[config.mk]
export PLATFORM = sky130hd
export DESIGN_NAME = slurm16_memory_responder
export DESIGN_NICKNAME = d
export VERILOG_FILES = /design/src/rtl/slurm16_memory_responder.sv
export SDC_FILE = /design/constraint.sdc
export NUM_CORES = 1
export LEC_CHECK = 0
export ABC_AREA = 1
export CORE_MARGIN = 2
export CORE_UTILIZATION = 60
export DETAILED_ROUTE_END_ITERATION = 7
export DONT_BUFFER_PORTS = 1
export GPL_TIMING_DRIVEN = 1
export PLACE_DENSITY = 0.88
export SYNTH_ARGS = -nofsm -noshare
export SYNTH_HDL_FRONTEND = slang
export SYNTH_SLANG_ARGS = --single-unit
[constraint.sdc]
create_clock -name CLK -period 2.85 [get_ports CLK]
set_clock_uncertainty 0.15 [all_clocks]
set_input_delay 0.4275 -clock CLK [delete_from_list [all_inputs] [get_ports CLK]]
set_output_delay 0.4275 -clock CLK [all_outputs]
set_load 0.01 [all_outputs]
[src/rtl/slurm16_memory_responder.sv]
// Memory-side responder for the slurm16 fetch and load/store ports.
// Arbitrates both onto one single-port SRAM with one-cycle read latency.
module slurm16_memory_responder #(
  parameter int ADDR_BITS  = 15,
  parameter int STARVE_MAX = 4
) (
  input  logic                 CLK,
  input  logic                 RST,
  input  logic                 instruction_request,
  input  logic [ADDR_BITS-1:0] instruction_address,
  output logic [15:0]          instruction_in,
  output logic [ADDR_BITS-1:0] instruction_address_in,
  output logic                 instruction_valid,
  input  logic                 load_memory,
  input  logic                 store_memory,
  input  logic [ADDR_BITS-1:0] load_store_address,
  input  logic [15:0]          memory_out,
  input  logic [1:0]           memory_mask,
  output logic [15:0]          memory_in,
  output logic                 memory_request_successful,
  output logic [ADDR_BITS-1:0] sram_addr,
  output logic [15:0]          sram_wdata,
  output logic                 sram_wr,
  output logic [1:0]           sram_wmask,
  input  logic [15:0]          sram_rdata
);

  localparam int CNT_W = (STARVE_MAX < 1) ? 1 : $clog2(STARVE_MAX + 1);
  localparam logic [CNT_W-1:0] STARVE_LIM = CNT_W'(STARVE_MAX);

  function automatic logic [CNT_W-1:0] sat_inc(input logic [CNT_W-1:0] v);
    return (v == STARVE_LIM) ? v : v + 1'b1;
  endfunction

  logic [CNT_W-1:0]     starve_cnt;
  logic                 data_req;
  logic                 starved;
  logic                 grant_fetch;
  logic                 grant_data;
  logic                 grant_store;
  logic                 grant_load;
  logic [ADDR_BITS-1:0] addr_hold;

  logic                 fetch_vld_p1;
  logic                 load_vld_p1;
  logic                 store_vld_p1;
  logic [ADDR_BITS-1:0] iaddr_p1;
  logic [15:0]          instr_hold;
  logic [15:0]          load_hold;

  // Stage p0: grant decision and SRAM command
  always_comb begin
    data_req    = (load_memory | store_memory) & ~memory_request_successful;
    starved     = (starve_cnt == STARVE_LIM);
    grant_fetch = ~RST & instruction_request & (~data_req | starved);
    grant_data  = ~RST & data_req & ~grant_fetch;
    grant_store = grant_data & store_memory;
    grant_load  = grant_data & ~store_memory;

    sram_addr = addr_hold;
    if (grant_fetch) begin
      sram_addr = instruction_address;
    end else if (grant_data) begin
      sram_addr = load_store_address;
    end
    sram_wr    = grant_store;
    sram_wdata = memory_out;
    sram_wmask = grant_store ? memory_mask : 2'b00;
  end

  // Stage p1: remember what was granted so the read data can be steered
  always_ff @(posedge CLK) begin
    if (RST) begin
      starve_cnt   <= '0;
      addr_hold    <= '0;
      fetch_vld_p1 <= 1'b0;
      load_vld_p1  <= 1'b0;
      store_vld_p1 <= 1'b0;
      iaddr_p1     <= '0;
      instr_hold   <= '0;
      load_hold    <= '0;
    end else begin
      addr_hold    <= sram_addr;
      fetch_vld_p1 <= grant_fetch;
      load_vld_p1  <= grant_load;
      store_vld_p1 <= grant_store;
      if (grant_fetch) begin
        iaddr_p1 <= instruction_address;
      end
      if (fetch_vld_p1) begin
        instr_hold <= sram_rdata;
      end
      if (load_vld_p1) begin
        load_hold <= sram_rdata;
      end
      if (!instruction_request || grant_fetch) begin
        starve_cnt <= '0;
      end else if (grant_data) begin
        starve_cnt <= sat_inc(starve_cnt);
      end
    end
  end

  // Read data is forwarded in the response cycle; the hold registers cover idle cycles
  assign instruction_valid         = fetch_vld_p1 & ~RST;
  assign instruction_in            = RST ? '0 : (fetch_vld_p1 ? sram_rdata : instr_hold);
  assign instruction_address_in    = RST ? '0 : iaddr_p1;
  assign memory_request_successful = (load_vld_p1 | store_vld_p1) & ~RST;
  assign memory_in                 = RST ? '0 : (load_vld_p1 ? sram_rdata : load_hold);

endmodule

* After elaboration in Yosys (flattened, before gate mapping)
Cells that the tools add are included.
** Word-level totals
- Logic and storage cells :: 40
- Bits in registers :: 68
- Input port bits :: 69
** Operators by class
- Bitwise gates (word level) :: 18
- Reduce and logical (&&, ||, !) cells :: 4
- Multiplexer cells :: 8
- Equality and inequality tests :: 1
- $add $sub $neg :: 1
** Operators by type and width (count)
- two-way mux 16 bit :: 4
- two-way mux 15 bit :: 3
- AND 1 bit :: 9
- inverter 1 bit :: 6
- adder 3 x 1 -> 3 bit, second input constant :: 1
- == test 3 bit, second input constant :: 1
- bitwise OR 1 bit :: 3
- two-way mux 2 bit :: 1
- AND reduction 2 bit :: 1
- OR reduction 2 bit :: 1
- zero test 1 bit :: 1
- logical OR 1 bit :: 1

* Longest topological paths before layout
- Word-level depth :: 11
- Gate-level depth with buffers :: 8
- Depth with buffers taken out :: 8

* Worst setup path after synthesis
No wires, ideal clock.
- Kind :: input to output
- From :: input RST
- To :: output sram_wmask[0]
- Data arrival time :: 1.314 ns
- Cell stages on the path :: 6
- Data required time :: 2.273 ns
- Setup slack :: 0.959 ns
- Cell sequence :: buf_6 -> inv_4 -> nand3_2 -> inv_2 -> nand2_1 -> nor3b_1
** On the way
- Cells in the longest elaborated chain, start to end :: 11
** Ends and longest elaborated chain
- start, declared :: line 8 : input logic RST,
- inverter 1 bit (*) :: line 55, 56, 108
- AND 1 bit :: line 108 : assign memory_request_successful = (load_vld_p1 | store_vld_p1) & ~RST;
- inverter 1 bit :: line 53 : data_req = (load_memory | store_memory) & ~memory_request_successful;
- AND 1 bit :: line 53
- inverter 1 bit :: line 55 : grant_fetch = ~RST & instruction_request & (~data_req | starved);
- bitwise OR 1 bit :: line 55
- AND 1 bit :: line 55
- inverter 1 bit :: line 56 : grant_data = ~RST & data_req & ~grant_fetch;
- AND 1 bit (*) :: line 56
- AND 1 bit (*) :: line 57 : grant_store = grant_data & store_memory;
- two-way mux 2 bit (*) :: line 68 : sram_wmask = grant_store ? memory_mask : 2'b00;
- end, declared :: line 24 : output logic [1:0] sram_wmask,
Every way passes the cells marked *; elsewhere a longest branch is shown, timed or not.

* Worst setup path in the final report
- From :: register starve_cnt[0]
- To :: output sram_wmask[0]
** On the way
- Cells in the longest elaborated chain, start to end :: 7
** Ends and longest elaborated chain
- start, declared :: line 35 : logic [CNT_W-1:0] starve_cnt;
- start signal, assigned :: line 99 : starve_cnt <= sat_inc(starve_cnt);
- == test 3 bit :: line 54 : starved = (starve_cnt == STARVE_LIM);
- bitwise OR 1 bit :: line 55
- AND 1 bit :: line 55
- inverter 1 bit :: line 56
- AND 1 bit :: line 56
- AND 1 bit :: line 57
- two-way mux 2 bit :: line 68
No other way between the ends.

==> results.toml <==
[route]
wl_met1_um = 2290
drt_wl_total_um = 6190
top_layer = "met4"
first_pass_iters = 4
drtIter0Drc = 104
wl_met2_um = 3150
dr_wl_met3_um = 650
vias = 2379
drc = 0
wl_per_cell_um = 13.3
vias_per_cell = 5.13
antenna_left = 0

[critical_path]
end_kind = "output port"
cp_max_fo = 17
cp.required_ps = 2270
max_stage_delay_ps = 380
critPathTopFamily = "simple AND/OR/NAND/NOR gates"
critPathKind = "flop to output port"
path_depth = 7
cp_slowest_cell = "nor3b_1"
timing.critical_path.from_type = "flop"
arrival_ps = 2050
worst_path_most_repeated_cell = "nand2_1"
r2r_cells = 8
path_buf_inv = 1
crit_chain = "inv_1, ha_1, nand2_1, nand3_4, nand2_4, nand2_1, nor3b_1"

[floorplan]
pin_count = 152
die_w_um = 74.8
start_util = 0.628
rows = 25
die_area_um2 = 5590
coreArea_um2 = 4790
fp.dieH_um = 74.8

[min_path]
holdCritPathClass = "input pin to flop"
whs_path_depth = 2

[grt]
grt_max_degree = 36
grt_overflow_total = 0
grt_pass1_vias = 2211
gr-usage-all-layers = 0.227
grt_pass1_wl_um = 9490
antenna_found_initial = 0

[cells_and_area]
nets = 464
num-fill-cells = 439
area_delta_synth_final_pct = 2.79
final-instance-count-excl-fill = 464
multi_input_area_um2 = 1210
final_area_um2 = 3090
drive_gt1_frac = 0.103
insertedDiodeCount = 0
area.sequential_um2 = 1360

[power]
total_power_mw = 2.05
p_leak_nw = 1.53
peakVddDrop_v = 0.000463
powerDensity_nw_per_um2 = 665

[sta]
setup_viol_count_final = 0
min_period_ps = 2630
tightest_slew_ps = 775
slew_viol_final = 0
relSlewSlack = 0.482
grt_setup_unrepaired = "no"
maxClockFrequency_ghz = 0.380
min_period_over_period = 0.924
final.setup.tns_ps = 0
hold_violations = 0

[synth]
synth_top_family_by_area = "simple AND/OR/NAND/NOR gates"
netlist_area_um2 = 3000
synth_cells = 412
yosysUniqueCellTypes = 23
synth.largest_area_cell = "dfxtp_1"
synthTopCellsByCount = "nor2_1 (87), nand2_1 (80), dfxtp_1 (68)"
syn_nets = 483
avgSynthCellArea_um2 = 7.29
synth.top_cell.area_share = 0.453
synth.ff_latch_count = 68
ys.flop_type = "dfxtp_1"
synth_compound_area_frac = 0.0937
synth_area_leaders = "dfxtp_1 (45%), nor2_1 (11%), nand2_1 (10%)"
ys.warnings.count = 0
synthMuxAreaShare = 0
yosysMostFrequentCell = "nor2_1"
synth_simple_gate_area_frac = 0.297
async_flop_share = 0
synth-seq-area-share = 0.453
synth-xor-area-share = 0.00292
synth_adder_area_share = 0.00833
synth_edf_count = 0

[place]
place_congestion = 0.787
placedInstanceArea_um2 = 2880
io_buffers = 0
dp_hpwl_um = 4340
dp_cells = 447

[clocking]
clkLatencyLatePin_ps = 340
clockBufferDepth = 2
clkSinkCount = 68
cts_max_level = 3
cts_setup_buffers = 0
clockRootBuffer = "clkbuf_8"
tritoncts = "built"
clk_pin_slew_ps = 70
cts_buffers = 9

[status]
outcome = "complete, no violations"

[run]
drv_cap = 0
-- repair_timing --
item,4_1_cts,5_1_grt
gates resized for setup,0,0
hold buffers,2,0
hold endpoints to repair,16,0
-- layout make-up --
class | count | share of cell area
timing repair buffer | 5 | 0.0138
clock inverter | 2 | 0.0113
sequential | 68 | 0.441
clock buffer | 13 | 0.0482
tap | 67 | 0.0271
inverter | 55 | 0.0677
multi-input combinational | 254 | 0.391
-- cell usage in the layout (no fill, tap or decap), types with 7 or more instances in the layout --
master | netlist | final
a21oi_1 | 7 | 7
a21oi_2 | 8 | 8
clkbuf_8 | 0 | 10
dfxtp_1 | 68 | 68
inv_1 | 51 | 51
nand2_1 | 80 | 80
nand3_1 | 20 | 20
nand3_2 | 11 | 11
nor2_1 | 87 | 87
o21ai_0 | 32 | 32
-- cell families after synthesis --
logic type | after synthesis
AOI/OAI and AO/OA | 48
DFF | 68
adders and majority gates | 2
and+or+nand+nor | 203
buffers and inverters | 90
xor gates and xnor gates | 1
-- per-stage QoR --
stage,utilization,hold WS (ps),worst slack [ps]
2_1_floorplan,-,267,959
3_3_place_gp,0.603,283,626
3_5_place_dp,0.603,294,559
4_1_cts,0.645,76.4,159
5_1_grt,0.645,104,20.8
6_report,0.645,96.2,218
-- per-layer routing --
| layer | vias up | track usage |
|---|---|---|
| met1 | 1050 | 0.227 |
| met3 | 9 | 0.100 |
| met4 | 0 | 0.101 |
| li1 | 1209 | - |
| met5 | - | 0 |
| met2 | 111 | 0.407 |
-- state kept, by name, summed over array words and instances (netlist names) --
name	flops
starve_cnt	3
instr_hold	16
fetch_vld_p1	1
load_hold	16
store_vld_p1	1
iaddr_p1	15
addr_hold	15
load_vld_p1	1
-- worst register-to-register path, cell delays in order, from the launching register on --
cell	delay, ps
dfxtp_1	350
inv_1	60
ha_1	190
nand2_1	110
nand3_4	210
nand2_4	260
buf_4	280
nand3_1	120
a21oi_1	140
-- power by group --
group,switching [mW],internal (mW),total [mW]
Sequential,0.0202,1.01,1.03
Combinational,0.194,0.0772,0.271
Clock,0.326,0.423,0.749
Total,0.540,1.51,2.05
-- path summary, 6_finish.rpt --
check,endpoint,from,slack (ps)
setup / recovery,sram_wmask[0],starve_cnt[0],220
hold / removal,store_vld_p1,store_memory,100
hold reg to reg,starve_cnt[0],starve_cnt[0],300
setup reg to reg,addr_hold[7],starve_cnt[0],890
(Power assumes the default switching activity.)
